==> config.mk <==
export PLATFORM = sky130hd
export DESIGN_NAME = axil_boot_dma
export DESIGN_NICKNAME = d
export VERILOG_FILES = /design/src/rtl/axil_dma_pkg.sv /design/src/rtl/axil_boot_dma.sv
export SDC_FILE = /design/constraint.sdc
export NUM_CORES = 1
export LEC_CHECK = 0
export CAP_MARGIN = 30
export CORE_MARGIN = 1
export CORE_UTILIZATION = 40
export CTS_CLUSTER_DIAMETER = 60
export DETAILED_ROUTE_END_ITERATION = 8
export PLACE_DENSITY = 0.69
export SYNTH_ARGS = -nofsm -noshare
export SYNTH_HDL_FRONTEND = slang
export SYNTH_SLANG_ARGS = --single-unit
==> constraint.sdc <==
create_clock -name m_axi_aclk -period 5.65 [get_ports m_axi_aclk]
set_input_delay 1.13 -clock m_axi_aclk [delete_from_list [all_inputs] [get_ports m_axi_aclk]]
set_output_delay 1.13 -clock m_axi_aclk [all_outputs]
set_load 0.05 [all_outputs]
==> src/rtl/axil_dma_pkg.sv <==
// Shared types and constants for the boot-time AXI4-Lite copy engine.
package axil_dma_pkg;

  typedef enum logic [2:0] {
    ST_IDLE,
    ST_AR,
    ST_R,
    ST_WR,
    ST_B,
    ST_DONE,
    ST_ERR
  } dma_state_t;

  localparam logic [1:0]  RESP_OKAY              = 2'b00;
  localparam logic [31:0] DEFAULT_STOP_SIGNATURE = 32'hBDED_E000;

endpackage

==> src/rtl/axil_boot_dma.sv <==
// Boot DMA: copies words one at a time from SRC_BASE to DST_BASE over AXI4-Lite, then releases the CPU.
// Optional running checksum of written words is enabled by defining AXIL_BOOT_DMA_CHECKSUM_EN.
module axil_boot_dma
  import axil_dma_pkg::*;
#(
  parameter logic [31:0] SRC_BASE       = 32'h0000_2000,
  parameter logic [31:0] DST_BASE       = 32'h0000_4000,
  parameter int unsigned MAX_WORDS      = 1024,
  parameter bit          STOP_SIG_EN    = 1'b1,
  parameter logic [31:0] STOP_SIGNATURE = DEFAULT_STOP_SIGNATURE,
  parameter bit          AUTO_START     = 1'b1,
  localparam int         CW             = $clog2(MAX_WORDS + 1)
) (
  input  logic          m_axi_aclk,
  input  logic          m_axi_aresetn,
  input  logic          start,
  output logic [31:0]   m_axi_araddr,
  output logic          m_axi_arvalid,
  input  logic          m_axi_arready,
  input  logic [31:0]   m_axi_rdata,
  input  logic [1:0]    m_axi_rresp,
  input  logic          m_axi_rvalid,
  output logic          m_axi_rready,
  output logic [31:0]   m_axi_awaddr,
  output logic          m_axi_awvalid,
  input  logic          m_axi_awready,
  output logic [31:0]   m_axi_wdata,
  output logic [3:0]    m_axi_wstrb,
  output logic          m_axi_wvalid,
  input  logic          m_axi_wready,
  input  logic [1:0]    m_axi_bresp,
  input  logic          m_axi_bvalid,
  output logic          m_axi_bready,
  output logic          cpu_fetch_enable,
  output logic          busy,
  output logic          done,
  output logic          error,
  output logic [CW-1:0] word_count,
  output logic [31:0]   checksum
);

  localparam logic [CW-1:0] MAX_WC = CW'(MAX_WORDS);

  dma_state_t    state;
  logic [31:0]   src_addr;
  logic [31:0]   dst_addr;
  logic          aw_fin;
  logic          w_fin;
  logic [CW-1:0] wc_inc;

  // A channel is finished once its valid has dropped or is being accepted this cycle.
  assign aw_fin      = !m_axi_awvalid || m_axi_awready;
  assign w_fin       = !m_axi_wvalid || m_axi_wready;
  assign wc_inc      = word_count + 1'b1;
  assign m_axi_wstrb = 4'b1111;

`ifdef AXIL_BOOT_DMA_CHECKSUM_EN
  logic [31:0] checksum_reg;
  assign checksum = checksum_reg;
`else
  assign checksum = 32'h0;
`endif

  always_ff @(posedge m_axi_aclk or negedge m_axi_aresetn) begin
    if (!m_axi_aresetn) begin
      state            <= ST_IDLE;
      src_addr         <= SRC_BASE;
      dst_addr         <= DST_BASE;
      m_axi_araddr     <= '0;
      m_axi_arvalid    <= 1'b0;
      m_axi_rready     <= 1'b0;
      m_axi_awaddr     <= '0;
      m_axi_awvalid    <= 1'b0;
      m_axi_wdata      <= '0;
      m_axi_wvalid     <= 1'b0;
      m_axi_bready     <= 1'b0;
      cpu_fetch_enable <= 1'b0;
      busy             <= 1'b0;
      done             <= 1'b0;
      error            <= 1'b0;
      word_count       <= '0;
`ifdef AXIL_BOOT_DMA_CHECKSUM_EN
      checksum_reg     <= '0;
`endif
    end else begin
      case (state)
        ST_IDLE: begin
          if (AUTO_START || start) begin
            state         <= ST_AR;
            m_axi_araddr  <= src_addr;
            m_axi_arvalid <= 1'b1;
            busy          <= 1'b1;
          end
        end
        ST_AR: begin
          if (m_axi_arready) begin
            m_axi_arvalid <= 1'b0;
            m_axi_rready  <= 1'b1;
            state         <= ST_R;
          end
        end
        ST_R: begin
          if (m_axi_rvalid) begin
            m_axi_rready <= 1'b0;
            if (m_axi_rresp != RESP_OKAY) begin
              state <= ST_ERR;
              busy  <= 1'b0;
              error <= 1'b1;
            end else if (STOP_SIG_EN && (m_axi_rdata == STOP_SIGNATURE)) begin
              state            <= ST_DONE;
              busy             <= 1'b0;
              done             <= 1'b1;
              cpu_fetch_enable <= 1'b1;
            end else begin
              m_axi_wdata   <= m_axi_rdata;
              m_axi_awaddr  <= dst_addr;
              m_axi_awvalid <= 1'b1;
              m_axi_wvalid  <= 1'b1;
              state         <= ST_WR;
            end
          end
        end
        ST_WR: begin
          if (m_axi_awvalid && m_axi_awready) m_axi_awvalid <= 1'b0;
          if (m_axi_wvalid && m_axi_wready)   m_axi_wvalid  <= 1'b0;
          if (aw_fin && w_fin) begin
            m_axi_bready <= 1'b1;
            state        <= ST_B;
          end
        end
        ST_B: begin
          if (m_axi_bvalid) begin
            m_axi_bready <= 1'b0;
            if (m_axi_bresp != RESP_OKAY) begin
              state <= ST_ERR;
              busy  <= 1'b0;
              error <= 1'b1;
            end else begin
              src_addr   <= src_addr + 32'd4;
              dst_addr   <= dst_addr + 32'd4;
              word_count <= wc_inc;
`ifdef AXIL_BOOT_DMA_CHECKSUM_EN
              checksum_reg <= checksum_reg + m_axi_wdata;
`endif
              // The count limit is checked before any further read, so a signature past it is never fetched.
              if (wc_inc == MAX_WC) begin
                state            <= ST_DONE;
                busy             <= 1'b0;
                done             <= 1'b1;
                cpu_fetch_enable <= 1'b1;
              end else begin
                state         <= ST_AR;
                m_axi_araddr  <= src_addr + 32'd4;
                m_axi_arvalid <= 1'b1;
              end
            end
          end
        end
        ST_DONE: state <= ST_DONE;
        ST_ERR:  state <= ST_ERR;
        default: begin
          state <= ST_ERR;
          busy  <= 1'b0;
          error <= 1'b1;
        end
      endcase
    end
  end

endmodule

==> results of run 1 <==
## placed cells by master (no fill, tap or decap), types with 10 or more instances in the layout
| cell | Yosys | final |
|---|---|---|
| nor4_1 | 11 | 11 |
| nand3_1 | 34 | 34 |
| and3_1 | 15 | 15 |
| conb_1 | 2 | 40 |
| dfrtp_1 | 172 | 172 |
| clkdlybuf4s50_1 | 0 | 153 |
| xor2_1 | 26 | 26 |
| xnor2_1 | 72 | 72 |
| nor2_1 | 31 | 31 |
| mux2_2 | 92 | 92 |
| nand2_1 | 58 | 58 |
| clkbuf_16 | 0 | 17 |
| inv_1 | 10 | 10 |
| nand4_1 | 21 | 21 |
## power by group
part	switching (W)	leakage (nW)	internal, W
sequential	0.0000623	2.37	0.00133
combinational	0.000455	2.10	0.000224
clock	0.000516	0.287	0.000659
total	0.00103	4.75	0.00221
## stage by stage
| step | hold WS, ps | utilization |
|---|---|---|
| global route | 511 | 0.527 |
| CTS | 490 | 0.527 |
| detailed placement | 471 | 0.498 |
| floorplan | 442 | - |
| finish | 487 | 0.527 |
| global placement | 464 | 0.498 |
## cell families after synthesis
kind of cell / after synthesis / share of synthesized area
AOI/OAI and AO/OA: 35 / 0.0284
xor gates and xnor gates: 98 / 0.105
adders and majority gates: 3 / 0.00460
buffers and inverters: 74 / 0.0566
DFF: 174 / 0.534
muxes: 92 / 0.127
other: 2 / 0.000920
and+or+nand+nor: 216 / 0.144
## state kept, by name, summed over array words and instances (netlist names), 3 cells and up
| name | flops |
|---|---|
| dst_addr | 30 |
| state | 3 |
| m_axi_araddr | 30 |
| m_axi_wdata | 32 |
| src_addr | 30 |
| word_count | 11 |
| m_axi_awaddr | 30 |
## worst max-delay path, delay by kind of cell
family	cells	cell delay [ps]
AO/OA/AOI/OAI	1	280
buffers and inverters	2	1090
AND/OR/NAND/NOR	3	940
multiplexers	1	410
## layout make-up
| type | count | area, um^2 | share of cell area |
|---|---|---|---|
| tap | 265 | 332 | 0.0319 |
| sequential | 174 | 4360 | 0.419 |
| multi-input combinational | 484 | 3490 | 0.336 |
| clock inverter | 15 | 159 | 0.0153 |
| clock buffer | 17 | 425 | 0.0409 |
| timing repair buffer | 159 | 1590 | 0.153 |
| inverter | 10 | 37.5 | 0.00361 |
## worst min path at each step
stage,start,to,slack [ps],cells past startpoint
floorplan,dst_addr[31],dst_addr[31],440,1
detailed placement,done,done,470,1
global route,src_addr[31],src_addr[31],510,1
finish,dst_addr[31],dst_addr[31],490,1
CTS,dst_addr[31],dst_addr[31],490,1
global placement,dst_addr[31],dst_addr[31],460,1
## per-layer routing
layer | track usage | wire length, um
met3 | 0.0434 | 838
met1 | 0.233 | 7770
met5 | 0 | 0
met2 | 0.272 | 8000
met4 | 0.0576 | 229
==> impl_metrics.yaml, run 1 <==
status:
  status: "finished, final reports clean"
clock_tree:
  hold_buffers: 0
  cts_sinks: 174
  clk_path_buf_depth: 2
  clk_pin_slew_ps: 70
  post_cts_buffers: 0
  cts_tree: "built"
  h-tree-depth: 4
  cts-root-buf: "clkbuf_16"
  cts_buffers: 17
  cts_resized: 0
  insertion_delay_ps: 430
sta:
  setup_tns_ps: 0
  max-slew-margin-rel: 0.379
  report.final.setup_viol: 0
  drv_slew: 0
  skew_ps: 9.41
  period_minus_slack_ps: 3600
  final-hold-violation-count: 0
  final.period_utilization: 0.637
  grt_setup_unrepaired: "false"
  tightest_slew_ps: 922
  postLayoutSetupSlackWorst_ps: 2050
  max_clock_freq_mhz: 278
pwr:
  p_leak_nw: 4.75
  ir_drop_mv: 0.260
  pwr_density_cell_nw_per_um2: 312
  finalPower_w: 0.00325
logic_synthesis:
  yosys.cell_types.count: 52
  syn_area_um2: 8160
  yosys_warnings: 0
  synth_area_leaders: "dfrtp_1 53%, mux2_2 13%, xnor2_1 7.7%, buf_4 3.8%, xor2_1 2.8%"
  synth-edff-count: 0
  yosysMostFrequentCell: "dfrtp_1"
  netlist_instances: 694
  yosysTopAreaCellShare: 0.527
  synth_common_cells: "172 x dfrtp_1, 92 x mux2_2, 72 x xnor2_1, 58 x nand2_1, 41 x buf_4"
  avgSynthCellArea_um2: 11.8
  yosysSeqAreaShare: 0.534
  ys_ff_latch: 174
  synth_ff_type: "dfrtp_1"
  yosys.area.top_type: "dfrtp_1"
  ys_async_sr_fraction: 1.00
run:
  cap_violations: 0
worst_setup_path:
  crit_chain: "clkdlybuf4s50_1 > nand4b_1 > nor4_1 > a21boi_0 > nand4_1 > buf_4 > mux2_2"
  crit_start: "m_axi_rdata[25]"
  worstSetupPathType: "in -> reg"
  end_kind: "flop"
  r2r_start: "state[1]"
  reg2reg_depth: 6
  cp_max_fo: 64
  r2r_end: "src_addr[29]"
  crit_end: "m_axi_awaddr[15]"
  required_ps: 5960
  reg2reg_setup_slack_ps: 2840
  crit_slowest_cell: "buf_4"
  cp_data_arrival_time_ps: 3910
  start_kind: "input pin"
  max_stage_delay_ps: 660
die:
  initial_utilization: 0.414
  die_h_um: 145
  chipWidth_um: 145
  rows: 51
  dieArea_um2: 21000
  ios: 196
  coreArea_um2: 19700
layout:
  final-instance-count-excl-fill: 1124
  final_nets: 893
  insertedDiodeCount: 0
  layout-drive-gt1-share: 0.165
  stdcell_area_um2: 10400
  nFillCells: 1774
  syn2layout_area_growth_pct: 27.3
place:
  pre_cts_slack_ps: 1590
  gp_congestion: 0.810
  placed_cells_incl_taps: 1092
  hpwl_um: 11700
  dpl-instance-area_um2: 9810
  io_buffers: 154
detailed_routing:
  dr.pass1.iters: 4
  routed_wl_um: 16800
  route.detailed.drc: 0
  vias_per_cell: 4.88
  first_iter_violations: 178
  wl_per_cell_um: 15.0
  num_vias: 5486
  antenna_left: 0
global_routing:
  grt_usage: 0.173
  grt_overflow: 0
  grt_pass1_wl_um: 27900
  grt_max_degree: 96
  antenna_found_initial: 0
  grt_pass1_vias: 5431
min_path:
  hold_path.class: "reg -> reg"
(Power assumes the default switching activity.)
==> run 2, diff against run 1 <==
==> constraint.sdc (replaced) <==
create_clock -name m_axi_aclk -period 3.41 [get_ports m_axi_aclk]
set_input_delay 0.682 -clock m_axi_aclk [delete_from_list [all_inputs] [get_ports m_axi_aclk]]
set_output_delay 0.682 -clock m_axi_aclk [all_outputs]
set_load 0.05 [all_outputs]
==> impl_metrics.yaml, run 2 (same netlist as run 1, synthesis figures left out) <==
die:
  coreArea_um2: 19700
  rows: 51
  die_h_um: 145
  initial_utilization: 0.414
  chipWidth_um: 145
  ios: 196
  dieArea_um2: 21000
place:
  pre_cts_slack_ps: 300
  io_buffers: 154
  gp_congestion: 0.803
  hpwl_um: 12000
  dpl-instance-area_um2: 9910
sta:
  setup_tns_ps: 0
  tightest_slew_ps: 712
  period_minus_slack_ps: 2660
  final-hold-violation-count: 0
  report.final.setup_viol: 0
  final.period_utilization: 0.781
  drv_slew: 0
  postLayoutSetupSlackWorst_ps: 746
  skew_ps: 8.34
  grt_setup_unrepaired: "false"
  max-slew-margin-rel: 0.521
  max_clock_freq_mhz: 375
pwr:
  switchingPower_w: 0.00173
  pwr_density_cell_nw_per_um2: 504
  p_int_w: 0.00356
  pwr-share-clk: 0.351
  p_leak_nw: 4.81
  ir_drop_mv: 0.408
  switching_share: 0.327
  finalPower_w: 0.00529
  power_frac_comb: 0.213
  pwr-share-seq: 0.436
global_routing:
  grt_pass1_wl_um: 27800
  grt_overflow: 0
  grt_usage: 0.173
  grt_pass1_vias: 5457
  antenna_found_initial: 0
  grt_max_degree: 67
layout:
  layout_commonest_cell: "dfrtp_1"
  insertedDiodeCount: 0
  multi_input_area_um2: 3490
  layout-drive-gt1-share: 0.177
  stdcell_area_um2: 10500
  regArea_um2: 4360
  regMostFlops: "m_axi_wdata"
  final_nets: 905
  syn2layout_area_growth_pct: 28.4
  most-common-layout-cells: "172 x dfrtp_1, 153 x clkdlybuf4s50_1, 92 x mux2_2, 72 x xnor2_1, 58 x nand2_1"
  largest_reg_flops: 32
  nFillCells: 1734
worst_setup_path:
  critPathBufInv: 1
  critPathTopFamily: "simple AND/OR/NAND/NOR gates"
  r2r_end: "m_axi_araddr[19]"
  reg2reg_depth: 6
  crit_slowest_cell: "or4_4"
  cp_data_arrival_time_ps: 2980
  critical_path_depth: 6
  cp_max_fo: 7
  r2r_start: "state[2]"
  start_kind: "input pin"
  worstSetupPathType: "in -> reg"
  required_ps: 3730
  reg2reg_setup_slack_ps: 820
  end_kind: "flop"
  max_stage_delay_ps: 630
  crit_chain: "clkdlybuf4s50_1 > or3b_1 > or4_4 > nor4b_4 > nand2_1 > xnor2_1"
detailed_routing:
  num_vias: 5525
  dr.pass1.iters: 4
  antenna_left: 0
  route.detailed.drc: 0
  vias_per_cell: 4.86
  wl_per_cell_um: 14.9
  routed_wl_um: 16900
  first_iter_violations: 229
clock_tree:
  clk_path_buf_depth: 2
  cts_buffers: 17
  h-tree-depth: 4
  cts-root-buf: "clkbuf_16"
  insertion_delay_ps: 430
  cts_sinks: 174
  clk_pin_slew_ps: 70
  cts_resized: 0
  hold_buffers: 0
  cts_tree: "built"
  post_cts_buffers: 0
status:
  status: "finished, final reports clean"
min_path:
  hold_path.class: "in -> async"
run:
  cap_violations: 0
run 2: cell type report:
class,count,share of cell area
clock buffers,18,0.0419
clock inverters,14,0.0123
inverters,10,0.00358
multi-input cells,484,0.333
flip-flops and latches,174,0.416
well taps,265,0.0316
repair buffers,171,0.162
run 2: through the flow:
step           hold slack, ps   util  instances
3_3_place_gp              473  0.503       1104
4_1_cts                   255  0.532       1136
5_1_grt                   287  0.532       1136
6_report                  246  0.532       1136
2_1_floorplan             386      -        732
3_5_place_dp              466  0.503       1104
run 2: worst max-delay path by stage:
stage / from / endpoint
after global routing: m_axi_rdata[25] / m_axi_awaddr[25]
after detailed placement: m_axi_rdata[25] / m_axi_awaddr[6]
final: m_axi_bvalid / src_addr[28]
after global placement: m_axi_rdata[25] / m_axi_awaddr[19]
after floorplan: m_axi_bresp[1] / src_addr[24]
after CTS: m_axi_rdata[25] / m_axi_awaddr[6]
run 2: power groups by stage:
stage | logic, W | clock network, W | registers (W)
finish | 0.00113 | 0.00185 | 0.00230
global route | 0.00119 | 0.00200 | 0.00233
CTS | 0.00114 | 0.00191 | 0.00230
detailed placement | 0.00113 | 0 | 0.00234
global placement | 0.00113 | 0 | 0.00234
floorplan | 0.000312 | 0 | 0.00278
run 2: per-layer routing:
metal | vias to the layer above | wire length (um) | track usage
met3 | 20 | 785 | 0.0431
met5 | - | 0 | 0
met2 | 122 | 7970 | 0.265
li1 | 2656 | - | -
met1 | 2727 | 7960 | 0.238
met4 | 0 | 211 | 0.0620
